File: config.mk
export PLATFORM = sky130hd
export DESIGN_NAME = gen_gamma_encoder
export DESIGN_NICKNAME = d
export VERILOG_FILES = /design/src/rtl/gen_gamma_pkg.sv /design/src/rtl/gen_gamma_core.sv /design/src/rtl/gen_gamma_encoder.sv
export SDC_FILE = /design/constraint.sdc
export NUM_CORES = 1
export LEC_CHECK = 0
export ABC_AREA = 0
export BUFFER_PORTS_ARGS = -buffer_cell sky130_fd_sc_hd__buf_2
export CAP_MARGIN = 20
export CORE_ASPECT_RATIO = 0.5
export CORE_MARGIN = 1.5
export CORE_UTILIZATION = 35
export CTS_CLUSTER_DIAMETER = 60
export DETAILED_ROUTE_END_ITERATION = 12
export PLACE_DENSITY = 0.6
export SETUP_SLACK_MARGIN = 0.02
export SLEW_MARGIN = 30
export SYNTH_ARGS = -nofsm -noshare
export SYNTH_HDL_FRONTEND = slang
export SYNTH_HIERARCHICAL = 1
export SYNTH_SLANG_ARGS = --single-unit
File: constraint.sdc
create_clock -name clk -period 2 [get_ports clk]
set_clock_uncertainty 0.15 [all_clocks]
set_input_delay 0.4 -clock clk [delete_from_list [all_inputs] [get_ports clk]]
set_output_delay 0.4 -clock clk [all_outputs]
set_load 0.02 [all_outputs]
File: src/rtl/gen_gamma_pkg.sv
// Shared definitions for the gamma encoder/decoder pair.
package gen_gamma_pkg;

   typedef enum logic [1:0] {
      IDLE   = 2'd0,
      LOADED = 2'd1,
      RUN    = 2'd2
   } gamma_state_t;

   // One gamma step: (g + k) mod 2^size. Operands are carried at 32 bits so
   // both ends of the link can share one function regardless of word width.
   function automatic logic [31:0] gamma_step(input logic [31:0] g,
                                              input logic [31:0] k,
                                              input int unsigned size);
      logic [31:0] mask;
      mask = (size >= 32) ? '1 : ((32'd1 << size) - 32'd1);
      return (g + k) & mask;
   endfunction

endpackage

File: src/rtl/gen_gamma_core.sv
// Key and gamma registers with the step adder; load restarts the sequence
// at the seed, advance moves gamma one step along.
module gen_gamma_core
   import gen_gamma_pkg::*;
#(
   parameter int unsigned SIZE = 8
) (
   input  logic            clk,
   input  logic            rst,
   input  logic            load,
   input  logic            advance,
   input  logic [SIZE-1:0] nk,
   output logic [SIZE-1:0] k,
   output logic [SIZE-1:0] g
);

   logic [SIZE-1:0] k_q, k_d;
   logic [SIZE-1:0] g_q, g_d;

   // Next key/gamma: load has priority over advance.
   always_comb begin
      k_d = k_q;
      g_d = g_q;
      if (load) begin
         k_d = nk;
         g_d = nk;
      end else if (advance) begin
         g_d = SIZE'(gamma_step(32'(g_q), 32'(k_q), SIZE));
      end
   end

   // Key/gamma state registers.
   always_ff @(posedge clk or posedge rst) begin
      if (rst) begin
         k_q <= '0;
         g_q <= '0;
      end else begin
         k_q <= k_d;
         g_q <= g_d;
      end
   end

   assign k = k_q;
   assign g = g_q;

endmodule

File: src/rtl/gen_gamma_encoder.sv
// Additive gamma encoder: md = pd + gamma with carry kept, valid/ready on
// both sides, single output register.
module gen_gamma_encoder
   import gen_gamma_pkg::*;
#(
   parameter int unsigned SIZE = 8
) (
   input  logic            clk,
   input  logic            rst,
   input  logic            set0,
   input  logic            set1,
   input  logic [SIZE-1:0] nk,
   input  logic [SIZE-1:0] pd,
   input  logic            pd_valid,
   output logic            pd_ready,
   output logic [SIZE:0]   md,
   output logic            md_valid,
   input  logic            md_ready,
   output logic [SIZE-1:0] word_cnt,
   output logic            busy
);

   gamma_state_t    state_q, state_d;
   logic [SIZE:0]   md_q, md_d;
   logic            md_valid_q, md_valid_d;
   logic [SIZE-1:0] word_cnt_q, word_cnt_d;
   logic [SIZE-1:0] k_cur;
   logic [SIZE-1:0] g_cur;
   logic            accept;

   gen_gamma_core #(.SIZE(SIZE)) u_core (
      .clk     (clk),
      .rst     (rst),
      .load    (set0),
      .advance (accept),
      .nk      (nk),
      .k       (k_cur),
      .g       (g_cur)
   );

   // Input handshake: only in RUN, never during a key load, and only when
   // the output register is empty or draining this cycle.
   always_comb begin
      pd_ready = (state_q == RUN) && !set0 && (!md_valid_q || md_ready);
      accept   = pd_valid && pd_ready;
   end

   // Next state: set0 reloads from any state and wins over set1.
   always_comb begin
      state_d = state_q;
      if (set0) begin
         state_d = LOADED;
      end else begin
         case (state_q)
            IDLE:    state_d = IDLE;
            LOADED:  state_d = set1 ? RUN : LOADED;
            RUN:     state_d = set1 ? RUN : LOADED;
            default: state_d = IDLE;
         endcase
      end
   end

   // Output register, valid flag and word counter.
   always_comb begin
      md_d       = md_q;
      md_valid_d = md_valid_q;
      word_cnt_d = word_cnt_q;
      if (set0) begin
         md_valid_d = 1'b0;
         word_cnt_d = '0;
      end else if (accept) begin
         md_d       = {1'b0, pd} + {1'b0, g_cur};
         md_valid_d = 1'b1;
         word_cnt_d = word_cnt_q + SIZE'(1);
      end else if (md_valid_q && md_ready) begin
         md_valid_d = 1'b0;
      end
   end

   // State and output registers.
   always_ff @(posedge clk or posedge rst) begin
      if (rst) begin
         state_q    <= IDLE;
         md_q       <= '0;
         md_valid_q <= 1'b0;
         word_cnt_q <= '0;
      end else begin
         state_q    <= state_d;
         md_q       <= md_d;
         md_valid_q <= md_valid_d;
         word_cnt_q <= word_cnt_d;
      end
   end

   assign md       = md_q;
   assign md_valid = md_valid_q;
   assign word_cnt = word_cnt_q;
   assign busy     = (state_q == RUN);

endmodule
After elaboration in Yosys (flattened, before gate mapping)
Index checks and enable logic that the tools add are counted.

word-level totals
  bits in registers = 36
  output and inout bits = 20

operators by class
  $add $sub $neg = 3
  eq/ne operators = 2
  muxes and demuxes = 10
  bitwise logic cells = 1
  reduce and logical (&&, ||, !) cells = 11

operator list
  kind                                                                   count
  8-bit 2-to-1 mux                                                       4
  8-bit by 8-bit adder with 9-bit output                                 1
  8-bit by 1-bit adder with 8-bit output, second input constant          1
  8-bit adder                                                            1
  2-bit 2-to-1 mux                                                       3
  1-bit logical AND                                                      4
  1-bit 2-to-1 mux                                                       3
  3-bit nonzero test                                                     1
  2-bit by 1-bit equality test with 1-bit output, second input constant  1
  2-bit equality test, second input constant                             1
  1-bit logical NOT                                                      2
  2-bit AND reduction                                                    1
  2-bit nonzero test                                                     1
  2-bit OR reduction                                                     1
  1-bit logical OR                                                       1
  1-bit inverter                                                         1

Depth between registers and ports, before layout
  depth after elaboration = 6
  gate-level depth with buffers = 10

Modules after synthesis
The synthesis kept the hierarchy.

modules (own cells, without submodules)
  module             times used  cells each  area each (µm²)  seq. area each (µm²)
  gen_gamma_encoder  1           120         1181.1           500.5
  gen_gamma_core     1           108         1001.0           400.4

Worst setup path before layout
No wires, ideal clock.

  path type = input port to flip-flop
  start = input pd[0]
  end = register md_q[8] (netlist: md[8])
  setup time = 0.133 ns
  arrival = 1.965 ns
  required time = 1.717 ns
  slack = -0.248 ns
  cell stages on the path = 7
  buffers on the path = 0
  cells stage by stage = ha_1 fa_1 a211oi_2 o21bai_1 a21o_1 a2111oi_2 nor3_1

on the way
  cells in the longest elaborated chain, start to end = 1

ends and longest elaborated chain
  what                                    line                     text
  start, declared                         gen_gamma_encoder.sv:13  input logic [SIZE-1:0] pd,
  8-bit by 8-bit adder with 9-bit output  gen_gamma_encoder.sv:72  md_d = {1'b0, pd} + {1'b0, g_cur};
  end signal, assigned                    gen_gamma_encoder.sv:89  md_q <= md_d;
  end, declared                           gen_gamma_encoder.sv:24  logic [SIZE:0] md_q, md_d;

No other way between the ends.
A chain may end at the register's enable or synchronous reset.

Worst setup path in the final report
  start = register u_core.g_q[0] (netlist: u_core/g[0])
  end = register md_q[8] (netlist: md[8])

on the way
  cells in the longest elaborated chain, start to end = 1

ends and longest elaborated chain
  what                                    line                     text
  start, declared                         gen_gamma_core.sv:18     logic [SIZE-1:0] g_q, g_d;
  start signal, assigned                  gen_gamma_core.sv:39     g_q <= g_d;
  8-bit by 8-bit adder with 9-bit output  gen_gamma_encoder.sv:72

No other way between the ends.

==> results.sh <==
export IMPL_synthArstFlopShare_pct=100
export IMPL_clock_sinks=36
export IMPL_grt_pass1_vias=1845
export IMPL_crit_path_start_kind="flip-flop"
export IMPL_ioPinCount=42
export IMPL_port_buffers=41
export IMPL_ant_nets=0
export IMPL_max_vdd_ir_drop_mv=0.427
export IMPL_setup_ws_ns=-0.0501
export IMPL_fp_row_count=20
export IMPL_first_iter_violations=68
export IMPL_met3_length_microns=253
export IMPL_drv_slew=0
export IMPL_fillers=595
export IMPL_grt_ovfl_total=0
export IMPL_finalHoldViolCount=15
export IMPL_path_class="reg -> reg"
export IMPL_start_util_pct=36.0
export IMPL_rsz0062_at_grt="yes"
export IMPL_synth_edf_count=0
export IMPL_ys_ff_latch=36
export IMPL_cts_tree="done"
export IMPL_dr_wl_met2_mm=2.30
export IMPL_dr_pass1_iters=4
export IMPL_max_freq_mhz=488
export IMPL_antenna_found_initial=0
export IMPL_syn_inst=228
export IMPL_failed_checks="hold timing, setup timing"
export IMPL_core_area_sq_um=6060
export IMPL_synth_nets=269
export IMPL_die_area_sq_um=6750
export IMPL_fin_tns_setup_ns=-0.103
export IMPL_finalSetupViolCount=4
export IMPL_clk_pin_slew_worst_paths_ns=0.06
export IMPL_syn_to_final_growth_pct=33.7
export IMPL_fin_crit_ns=2.05
export IMPL_max_slew_margin_pct=58.2
export IMPL_worst_slew_pin_slew_ns=0.626
export IMPL_routed_wl_mm=4.79
export IMPL_final_period_utilization_pct=103
export IMPL_p_per_area_nw_per_um2=906
export IMPL_utilization_pct=48.2
export IMPL_clk_latency_ns=0.28
export IMPL_synth_cell_types=47
export IMPL_syn_area_sq_um=2180
export IMPL_grt_total_usage_pct=15.3
export IMPL_whs_ns=-0.00463
export IMPL_grt_max_degree=27
export IMPL_dr_max_layer_used="met4"
export IMPL_clk_path_buf_depth=2
export IMPL_critPathCaptureType="flip-flop"
export IMPL_status="finished, violations left"
export IMPL_ys_flop_type="dfrtp_1"
export IMPL_worst_path_max_fanout=3
export IMPL_cp_required_ns=2.01
export IMPL_die_y_microns=58.8
export IMPL_power_uw=2640
export IMPL_p_leak_uw=0.00136
export IMPL_place_hpwl_mm=3.50
export IMPL_drive_gt1_share_pct=32.9
export IMPL_cts_htree_levels=2
export IMPL_grt_first_pass_wirelength_mm=8.06
export IMPL_syn_avg_cell_area_sq_um=9.57
export IMPL_vias_per_cell=4.86
export IMPL_wl_per_cell_microns=12.7
export IMPL_die_x_microns=115
export IMPL_drc_errors=0
export IMPL_clockRootBuffer="clkbuf_16"
export IMPL_hold_class="in -> async"
export IMPL_via_count=1831
export IMPL_drv_cap=0
export IMPL_yosys_warnings=6
export IMPL_seq_area_frac_synth_pct=41.3
export IMPL_place_congestion=0.818
export IMPL_cts_made_buffers=5
export IMPL_fin_nets=329
export IMPL_antennaDiodeCount=0
export IMPL_drt_met1_wl_mm=2.19
export IMPL_arrival_ns=2.06
[flip-flops by register name, summed over array words and instances (netlist names)]
name / flops
u_core/g: 8
md: 9
md_valid: 1
state_q: 2
u_core/k: 8
word_cnt: 8
[area by class of cell]
type	count	area [sq um]	area share [%]
clock buffer	5	125	4.29
clock inverter	3	90.1	3.09
inverter	13	53.8	1.84
multi-input combinational	172	1290	44.1
sequential	36	903	31.0
tap	88	110	3.77
timing repair buffer	60	348	11.9
[cells by family (layout without fill, tap and decap cells)]
kind of cell / count (synthesis) / count (layout) / synth area share, %
AO/OA/AOI/OAI: 61 / 61 / 17.9
XOR/XNOR: 10 / 10 / 4.01
adder cells (fa/ha/maj): 19 / 19 / 11.6
buffers and inverters: 20 / 81 / 3.61
flip-flops: 36 / 36 / 41.3
multiplexers: 7 / 7 / 3.50
AND/OR/NAND/NOR: 75 / 75 / 18.1
[worst paths after layout]
path	from	to	slack (ns)	depth (start not counted)
max	u_core/g[0]$_DFFE_PP0P_	md[8]$_DFFE_PP0P_	-0.05	7
min	rst	md[0]$_DFFE_PP0P_	-0.005	3
max reg2reg	u_core/g[0]$_DFFE_PP0P_	md[8]$_DFFE_PP0P_	-0.05	7
min reg2reg	md[0]$_DFFE_PP0P_	md[0]$_DFFE_PP0P_	0.32	2
max in group asynchronous	rst	u_core/g[1]$_DFFE_PP0P_	1.20	2
min in group clk	set1	state_q[0]$_DFF_PP0_	0.16	2
[placed cells by master, fill, tap and decap left out, types with 5 or more instances in the layout]
cell type	synthesis	final
a21oi_1	11	8
buf_2	2	41
buf_4	0	19
clkbuf_16	0	5
dfrtp_1	36	34
ha_1	17	11
inv_1	12	12
mux2_1	5	5
nand2_1	28	28
nand3b_1	5	5
nor2_1	12	12
nor2b_1	6	5
o21ai_0	17	13
o21ai_1	8	11
xnor2_1	6	6
[metal layers]
metal  up-vias  GRT usage [%]
met5         -              0
met4         0           3.75
met3         4           3.91
met2        44           27.5
met1       865           18.9
li1        918              -
[cell usage after synthesis (2+ instances only)]
library cell,n,area [sq um]
xnor2_1,6,52.6
clkbuf_1,4,15.0
mux2_1,5,56.3
ha_1,17,213
o21bai_1,4,30.0
a211oi_1,2,15.0
inv_1,12,45.0
o21a_1,4,30.0
nor2b_1,6,37.5
nand4_1,2,12.5
nor3_1,4,20.0
buf_2,2,10.0
o21ai_1,8,40.0
a21oi_1,11,55.1
dfrtp_1,36,901
nor3b_1,2,15.0
nand3b_1,5,37.5
and2_1,2,12.5
nand3_1,2,10.0
nand2_1,28,105
o21ai_0,17,85.1
mux2i_1,2,20.0
fa_1,2,40.0
or3_1,4,25.0
xor2_1,4,35.0
nor2_1,12,45.0
a21o_1,4,30.0
a211oi_2,2,25.0
[power breakdown]
part	switching, uW	internal [uW]
Combinational	339	280
Sequential	66.5	823
Clock	296	840
Total	702	1940
[per-stage QoR]
step / worst slack [ns] / area, sq um / instances
final: -0.0501 / 2920 / 377
after global placement: -0.160 / 2590 / 364
after CTS: -0.0690 / 2850 / 373
after floorplan: -0.0430 / 2200 / 228
after detailed placement: -0.181 / 2590 / 364
after global routing: -0.171 / 2920 / 377
[critical path, stage by stage (launching register included)]
cell and delay (ns):
dfrtp_2 0.44, ha_4 0.17, fa_2 0.35, a211oi_2 0.18, o21bai_1 0.08, a21o_1 0.18
a2111oi_2 0.29, nor3_1 0.08
[timing repair]
action | 4_1_cts | 5_1_grt
gates cloned | 0 | 0
gates resized for setup | 8 | 16
pin swaps | 4 | 12
buffers inserted | 1 | 4
hold buffers | 0 | 0
setup endpoints to repair | 7 | 10
No activity file was read; power rests on OpenSTA's default activity.
